## src/rtl/geofence_pkg.sv

```systemverilog
// Shared types and constants for the geofence sqrt arbiter: widths, request tag, and
// one step of the non-restoring integer square root.
package geofence_pkg;

    localparam int SQRT_IN_W   = 32;
    localparam int SQRT_OUT_W  = 16;
    localparam int SQRT_REM_W  = 18;
    localparam int GF_NREQ_MAX = 8;
    localparam int GF_ID_W     = $clog2(GF_NREQ_MAX);

    typedef struct packed {
        logic               valid;
        logic [GF_ID_W-1:0] id;
    } gf_tag_t;

    typedef struct packed {
        logic [SQRT_REM_W-1:0] rem;
        logic [SQRT_OUT_W-1:0] root;
        logic [SQRT_IN_W-1:0]  rad;
    } sqrt_state_t;

    // One non-restoring iteration: consume the top two radical bits, add or subtract the
    // trial term depending on the remainder sign, and append one root bit.
    function automatic sqrt_state_t sqrt_step(input sqrt_state_t s);
        sqrt_state_t           n;
        logic [SQRT_REM_W-1:0] sh;
        sh = {s.rem[SQRT_REM_W-3:0], s.rad[SQRT_IN_W-1 -: 2]};
        if (!s.rem[SQRT_REM_W-1]) begin
            n.rem = sh - {s.root, 2'b01};
        end else begin
            n.rem = sh + {s.root, 2'b11};
        end
        n.root = {s.root[SQRT_OUT_W-2:0], ~n.rem[SQRT_REM_W-1]};
        n.rad  = {s.rad[SQRT_IN_W-3:0], 2'b00};
        return n;
    endfunction

endpackage

```

## src/rtl/geofence_isqrt_pipe.sv

```systemverilog
// Pipelined 32-bit integer square root (16 iterations spread over SQRT_LAT register stages)
// with a side-band request tag shifted alongside the data.
module geofence_isqrt_pipe
    import geofence_pkg::*;
#(
    parameter int SQRT_LAT = 4
) (
    input  logic                  clk,
    input  logic                  reset,
    input  logic                  clr,
    input  logic [SQRT_IN_W-1:0]  in_radical,
    input  gf_tag_t               in_tag,
    output logic [SQRT_OUT_W-1:0] out_root,
    output gf_tag_t               out_tag,
    output logic                  any_valid
);

    localparam int ITER = 16 / SQRT_LAT;

    logic [SQRT_LAT-1:0] valid_vec;

    for (genvar s = 0; s < SQRT_LAT; s++) begin : g_stage
        sqrt_state_t st_in;
        sqrt_state_t st_out;
        sqrt_state_t data_q;
        gf_tag_t     tag_in;
        gf_tag_t     tag_q;

        if (s == 0) begin : g_first
            assign st_in  = '{rem: '0, root: '0, rad: in_radical};
            assign tag_in = in_tag;
        end else begin : g_next
            assign st_in  = g_stage[s-1].data_q;
            assign tag_in = g_stage[s-1].tag_q;
        end

        always_comb begin
            st_out = st_in;
            for (int k = 0; k < ITER; k++) begin
                st_out = sqrt_step(st_out);
            end
        end

        // Only the tag valids are cleared by clr; the data just keeps flowing.
        always_ff @(posedge clk or posedge reset) begin
            if (reset) begin
                data_q <= '0;
                tag_q  <= '0;
            end else begin
                data_q <= st_out;
                tag_q  <= clr ? gf_tag_t'('0) : tag_in;
            end
        end

        assign valid_vec[s] = tag_q.valid;
    end

    assign out_root  = g_stage[SQRT_LAT-1].data_q.root;
    assign out_tag   = g_stage[SQRT_LAT-1].tag_q;
    assign any_valid = |valid_vec;

endmodule

```

## src/rtl/geofence_sqrt_arbiter.sv

```systemverilog
// Shares one pipelined sqrt unit among NREQ requesters with round-robin arbitration;
// define GEOFENCE_ARB_FIXED_PRIO_EN for fixed priority (lowest index wins, no rr pointer).
module geofence_sqrt_arbiter
    import geofence_pkg::*;
#(
    parameter int NREQ     = 3,
    parameter int SQRT_LAT = 4
) (
    input  logic                      clk,
    input  logic                      reset,
    input  logic                      flush,
    input  logic [NREQ-1:0]           req_valid,
    input  logic [SQRT_IN_W*NREQ-1:0] req_radical,
    output logic [NREQ-1:0]           req_ready,
    output logic [NREQ-1:0]           resp_valid,
    output logic [SQRT_OUT_W-1:0]     resp_root,
    output logic                      busy
);

    logic [GF_ID_W-1:0]    win;
    logic                  found;
    logic                  grant;
    gf_tag_t               pipe_tag_in;
    gf_tag_t               pipe_tag_out;
    logic [SQRT_OUT_W-1:0] pipe_root;
    logic [SQRT_OUT_W-1:0] root_q;
    logic                  resp_fire;

`ifdef GEOFENCE_ARB_FIXED_PRIO_EN
    always_comb begin
        win   = '0;
        found = 1'b0;
        for (int i = NREQ - 1; i >= 0; i--) begin
            if (req_valid[i]) begin
                found = 1'b1;
                win   = GF_ID_W'(i);
            end
        end
    end
`else
    logic [GF_ID_W-1:0] rr_q;
    logic [GF_ID_W-1:0] rr_d;

    // Scan offsets high to low so the smallest offset from rr_q is the last (winning) write.
    always_comb begin
        int idx;
        win   = '0;
        found = 1'b0;
        for (int k = NREQ - 1; k >= 0; k--) begin
            idx = int'(rr_q) + k;
            if (idx >= NREQ) idx = idx - NREQ;
            if (req_valid[idx]) begin
                found = 1'b1;
                win   = GF_ID_W'(idx);
            end
        end
    end

    always_comb begin
        rr_d = rr_q;
        if (grant) begin
            rr_d = (int'(win) == NREQ - 1) ? '0 : win + 1'b1;
        end
    end

    always_ff @(posedge clk or posedge reset) begin
        if (reset) rr_q <= '0;
        else       rr_q <= rr_d;
    end
`endif

    assign grant = found && !flush && !reset;

    always_comb begin
        req_ready = '0;
        for (int i = 0; i < NREQ; i++) begin
            req_ready[i] = grant && (int'(win) == i);
        end
    end

    assign pipe_tag_in = '{valid: grant, id: win};

    geofence_isqrt_pipe #(
        .SQRT_LAT (SQRT_LAT)
    ) u_pipe (
        .clk        (clk),
        .reset      (reset),
        .clr        (flush),
        .in_radical (req_radical[int'(win)*SQRT_IN_W +: SQRT_IN_W]),
        .in_tag     (pipe_tag_in),
        .out_root   (pipe_root),
        .out_tag    (pipe_tag_out),
        .any_valid  (busy)
    );

    // A response emerging during the flush cycle is suppressed as well.
    always_comb begin
        resp_valid = '0;
        for (int i = 0; i < NREQ; i++) begin
            resp_valid[i] = pipe_tag_out.valid && !flush && (int'(pipe_tag_out.id) == i);
        end
    end

    assign resp_fire = |resp_valid;
    assign resp_root = resp_fire ? pipe_root : root_q;

    always_ff @(posedge clk or posedge reset) begin
        if (reset)          root_q <= '0;
        else if (resp_fire) root_q <= pipe_root;
    end

endmodule
```

## config.mk

```make
export PLATFORM = sky130hd
export DESIGN_NAME = geofence_sqrt_arbiter
export DESIGN_NICKNAME = d
export VERILOG_FILES = /design/src/rtl/geofence_pkg.sv /design/src/rtl/geofence_isqrt_pipe.sv /design/src/rtl/geofence_sqrt_arbiter.sv
export SDC_FILE = /design/constraint.sdc
export NUM_CORES = 1
export LEC_CHECK = 0
export BUFFER_PORTS_ARGS = -buffer_cell sky130_fd_sc_hd__buf_2
export CORE_ASPECT_RATIO = 2
export CORE_MARGIN = 2
export CORE_UTILIZATION = 68
export CTS_BUF_LIST = sky130_fd_sc_hd__clkbuf_8
export DETAILED_ROUTE_END_ITERATION = 12
export PLACE_DENSITY = 0.94
export SYNTH_ARGS = -nofsm -noshare
export SYNTH_HDL_FRONTEND = slang
export SYNTH_SLANG_ARGS = --single-unit
```

## constraint.sdc

```tcl
create_clock -name clk -period 31.9 [get_ports clk]
set_input_delay 1.595 -clock clk [delete_from_list [all_inputs] [get_ports clk]]
set_output_delay 1.595 -clock clk [all_outputs]
set_load 0.01 [all_outputs]
```

==> results.ini <==
[global_routing]
grtUsageTotal=0.286
grt_pass1_wl_mm=57.5
grt_pass1_vias=12900
grt_max_degree=102
overflow=0
antenna_found_initial=1

[route]
route.detailed.drc=0
viasPerCell=6.11
first_iter_violations=653
routedWlPerCell_um=16.2
dr.pass1.iters=7
wl_mm=34.2
vias=12900
final_antenna_net_count=0

[logic_synthesis]
syn-cell-area_um2=15400
synth_mux_area_frac=0.0177
synthArstFlopShare=1.00
synthFlopType=dfrtp_1
synthAdderAreaFrac=0.167
yosys.area_share.simple=0.132
synth_seq_area_share=0.282
synth_top_family_by_area=compound AO/OA/AOI/OAI gates
yosys_warnings=0
synth_compound_area_frac=0.199
synth-edff-count=0
ys_ff_latch=174
synth_nets=2022
synth_cell_types=95
synth_xor_area_frac=0.162
avgSynthCellArea_um2=9.00
syn_inst=1716

[floorplan]
core_um2=22400
fp.dieH_um=217
start_util=0.688
io_pins=125
die-width_um=111
rows=78
dieArea_um2=24000

[final_layout]
instances_no_fill=2108
multiInputGateArea_um2=10500
final_common_cell=ha_1
layout_common_cells=ha_1, xnor2_1, dfrtp_1
n_fill_cell=1460
drive_gt1_frac=0.124
finalNetCount=2123
area_growth_pct=7.97
stdcell_area_um2=16700
seq_area_um2=4350

[worst_setup_path]
endpoint_kind=flop
cpMostUsedCell=xnor2_1
cp_slowest_cell=dfrtp_1
critPathLaunchType=flop
crit_arrival_ps=12970
crit_required_ps=32330
critical_path_class=reg -> reg
slowest_delay_ps=680
path_buf_inv=2
critPathMaxFanout=11
path_delay_family=compound AO/OA/AOI/OAI gates

[status]
status=finished, final reports clean

[clock_network]
cts.sinks=174
cts_tree=built
clkTransAtPathRegs_ps=90
htreeDepth=4
root_buffer=clkbuf_8
clkLatencyLatePin_ps=510
clk_path_buf_depth=2
numCtsBuffers=17
cts_resized=0
cts_hold_buffers=0
post-cts-setup-buffers=0

[placed_design]
place.gp.congestion=0.914
port_buffers=124
dp.cells=2078
hpwl_mm=26.4
place_area_um2=16300

[timing]
skew_ps=26.7
setup_viol=0
rsz0062_at_grt=no
period_share=0.393
report.final.slew_viol_count=0
worst_pin_slew_ps=956
fmaxAchievable_mhz=79.7
hold_viol_final=0
maxSlewHeadroom=0.356
hold_ws_ps=352
fin_crit_ps=12550
fin_tns_setup_ps=0

[hold_path]
holdCritPathClass=reg -> reg

[run]
cap_violations=0

-- synth_stat cells (5+ instances only) --
| master | instances | area share |
|---|---|---|
| a211oi_1 | 12 | 0.0058 |
| a21boi_0 | 17 | 0.0083 |
| a21o_1 | 37 | 0.018 |
| a21oi_1 | 121 | 0.039 |
| a22oi_1 | 26 | 0.013 |
| a31oi_1 | 10 | 0.0041 |
| and2_1 | 12 | 0.0049 |
| and3_1 | 8 | 0.0032 |
| buf_1 | 17 | 0.0041 |
| buf_2 | 8 | 0.0026 |
| clkbuf_1 | 26 | 0.0063 |
| dfrtp_1 | 174 | 0.28 |
| ha_1 | 204 | 0.17 |
| inv_1 | 105 | 0.026 |
| mux2_2 | 17 | 0.012 |
| mux2i_1 | 6 | 0.0039 |
| nand2_1 | 99 | 0.024 |
| nand2b_1 | 31 | 0.013 |
| nand3_1 | 14 | 0.0045 |
| nand4_1 | 9 | 0.0036 |
| nor2_1 | 137 | 0.033 |
| nor2b_1 | 25 | 0.010 |
| nor3_1 | 34 | 0.011 |
| nor3b_1 | 10 | 0.0049 |
| nor4_1 | 6 | 0.0024 |
| o211ai_1 | 8 | 0.0039 |
| o21a_1 | 44 | 0.021 |
| o21ai_0 | 69 | 0.022 |
| o21ai_1 | 16 | 0.0052 |
| o21bai_1 | 18 | 0.0088 |
| o31a_1 | 5 | 0.0028 |
| o31ai_1 | 7 | 0.0034 |
| or2_2 | 7 | 0.0028 |
| or3_1 | 7 | 0.0028 |
| or4_1 | 5 | 0.0024 |
| xnor2_1 | 193 | 0.11 |
| xor2_1 | 75 | 0.043 |
-- cell type report --
cell class / count / share of cell area
Timing Repair Buffer: 135 / 0.0422
Antenna cell: 1 / 0.000150
Clock inverter: 12 / 0.00781
Tap cell: 280 / 0.0210
Sequential cell: 174 / 0.261
Clock buffer: 17 / 0.0140
Multi-Input combinational cell: 1382 / 0.629
Inverter: 107 / 0.0244
-- layer usage --
metal  GRT usage  share of wire  vias up
li1            -              -     6234
met1       0.314           0.39     6082
met2       0.530           0.53      437
met3      0.0437          0.045      119
met4       0.144          0.040        0
met5           0              0        -
-- registers in the layout, indices dropped and copies added, names as in the netlist --
signal and flops:
u_pipe.out_root 16, root_q 16, u_pipe.out_tag 4, u_pipe.g_stage.tag_q 12
rr_q 3, u_pipe.g_stage.data_q 123
-- worst paths after layout --
| check | from | endpoint | slack (ps) | cells past startpoint |
|---|---|---|---|---|
| hold / removal | u_pipe.g_stage[1].data_q[16] | u_pipe.g_stage[2].data_q[24] | 350 | 0 |
| max in group asynchronous | reset | u_pipe.g_stage[0].data_q[56] | 29180 | 3 |
| min in group asynchronous | reset | u_pipe.g_stage[1].tag_q[0] | 1300 | 2 |
| hold reg to reg | u_pipe.g_stage[1].data_q[16] | u_pipe.g_stage[2].data_q[24] | 350 | 0 |
| setup reg to reg | u_pipe.g_stage[1].data_q[65] | u_pipe.g_stage[2].data_q[65] | 19350 | 51 |
| setup / recovery | u_pipe.g_stage[1].data_q[65] | u_pipe.g_stage[2].data_q[65] | 19350 | 51 |
-- kinds of logic (layout without fill, tap and decap cells) --
group / Yosys count / after routing
AOI/OAI and AO/OA: 455 / 455
and+or+nand+nor: 421 / 421
xor gates and xnor gates: 276 / 276
adders and majority gates: 206 / 206
DFF: 174 / 174
buffers and inverters: 160 / 271
muxes: 24 / 24
other: 0 / 1
-- stage by stage --
step,util,setup slack (ps)
after global placement,0.726,20340
after CTS,0.742,19510
after detailed placement,0.726,19660
after global routing,0.743,18440
after floorplan,-,20670
final,0.743,19350
-- worst register-to-register path: cells and delay by family, from the launching register on --
kind	cells	cell delay (ps)
AOI/OAI and AO/OA	28	6220
xor gates and xnor gates	11	2690
adders and majority gates	4	1380
and+or+nand+nor	6	1180
DFF	1	680
buffers and inverters	2	320
Power is left out: the tool's default activity adds up to more than one toggle a clock period on the data nets, which glitch-free logic cannot reach.
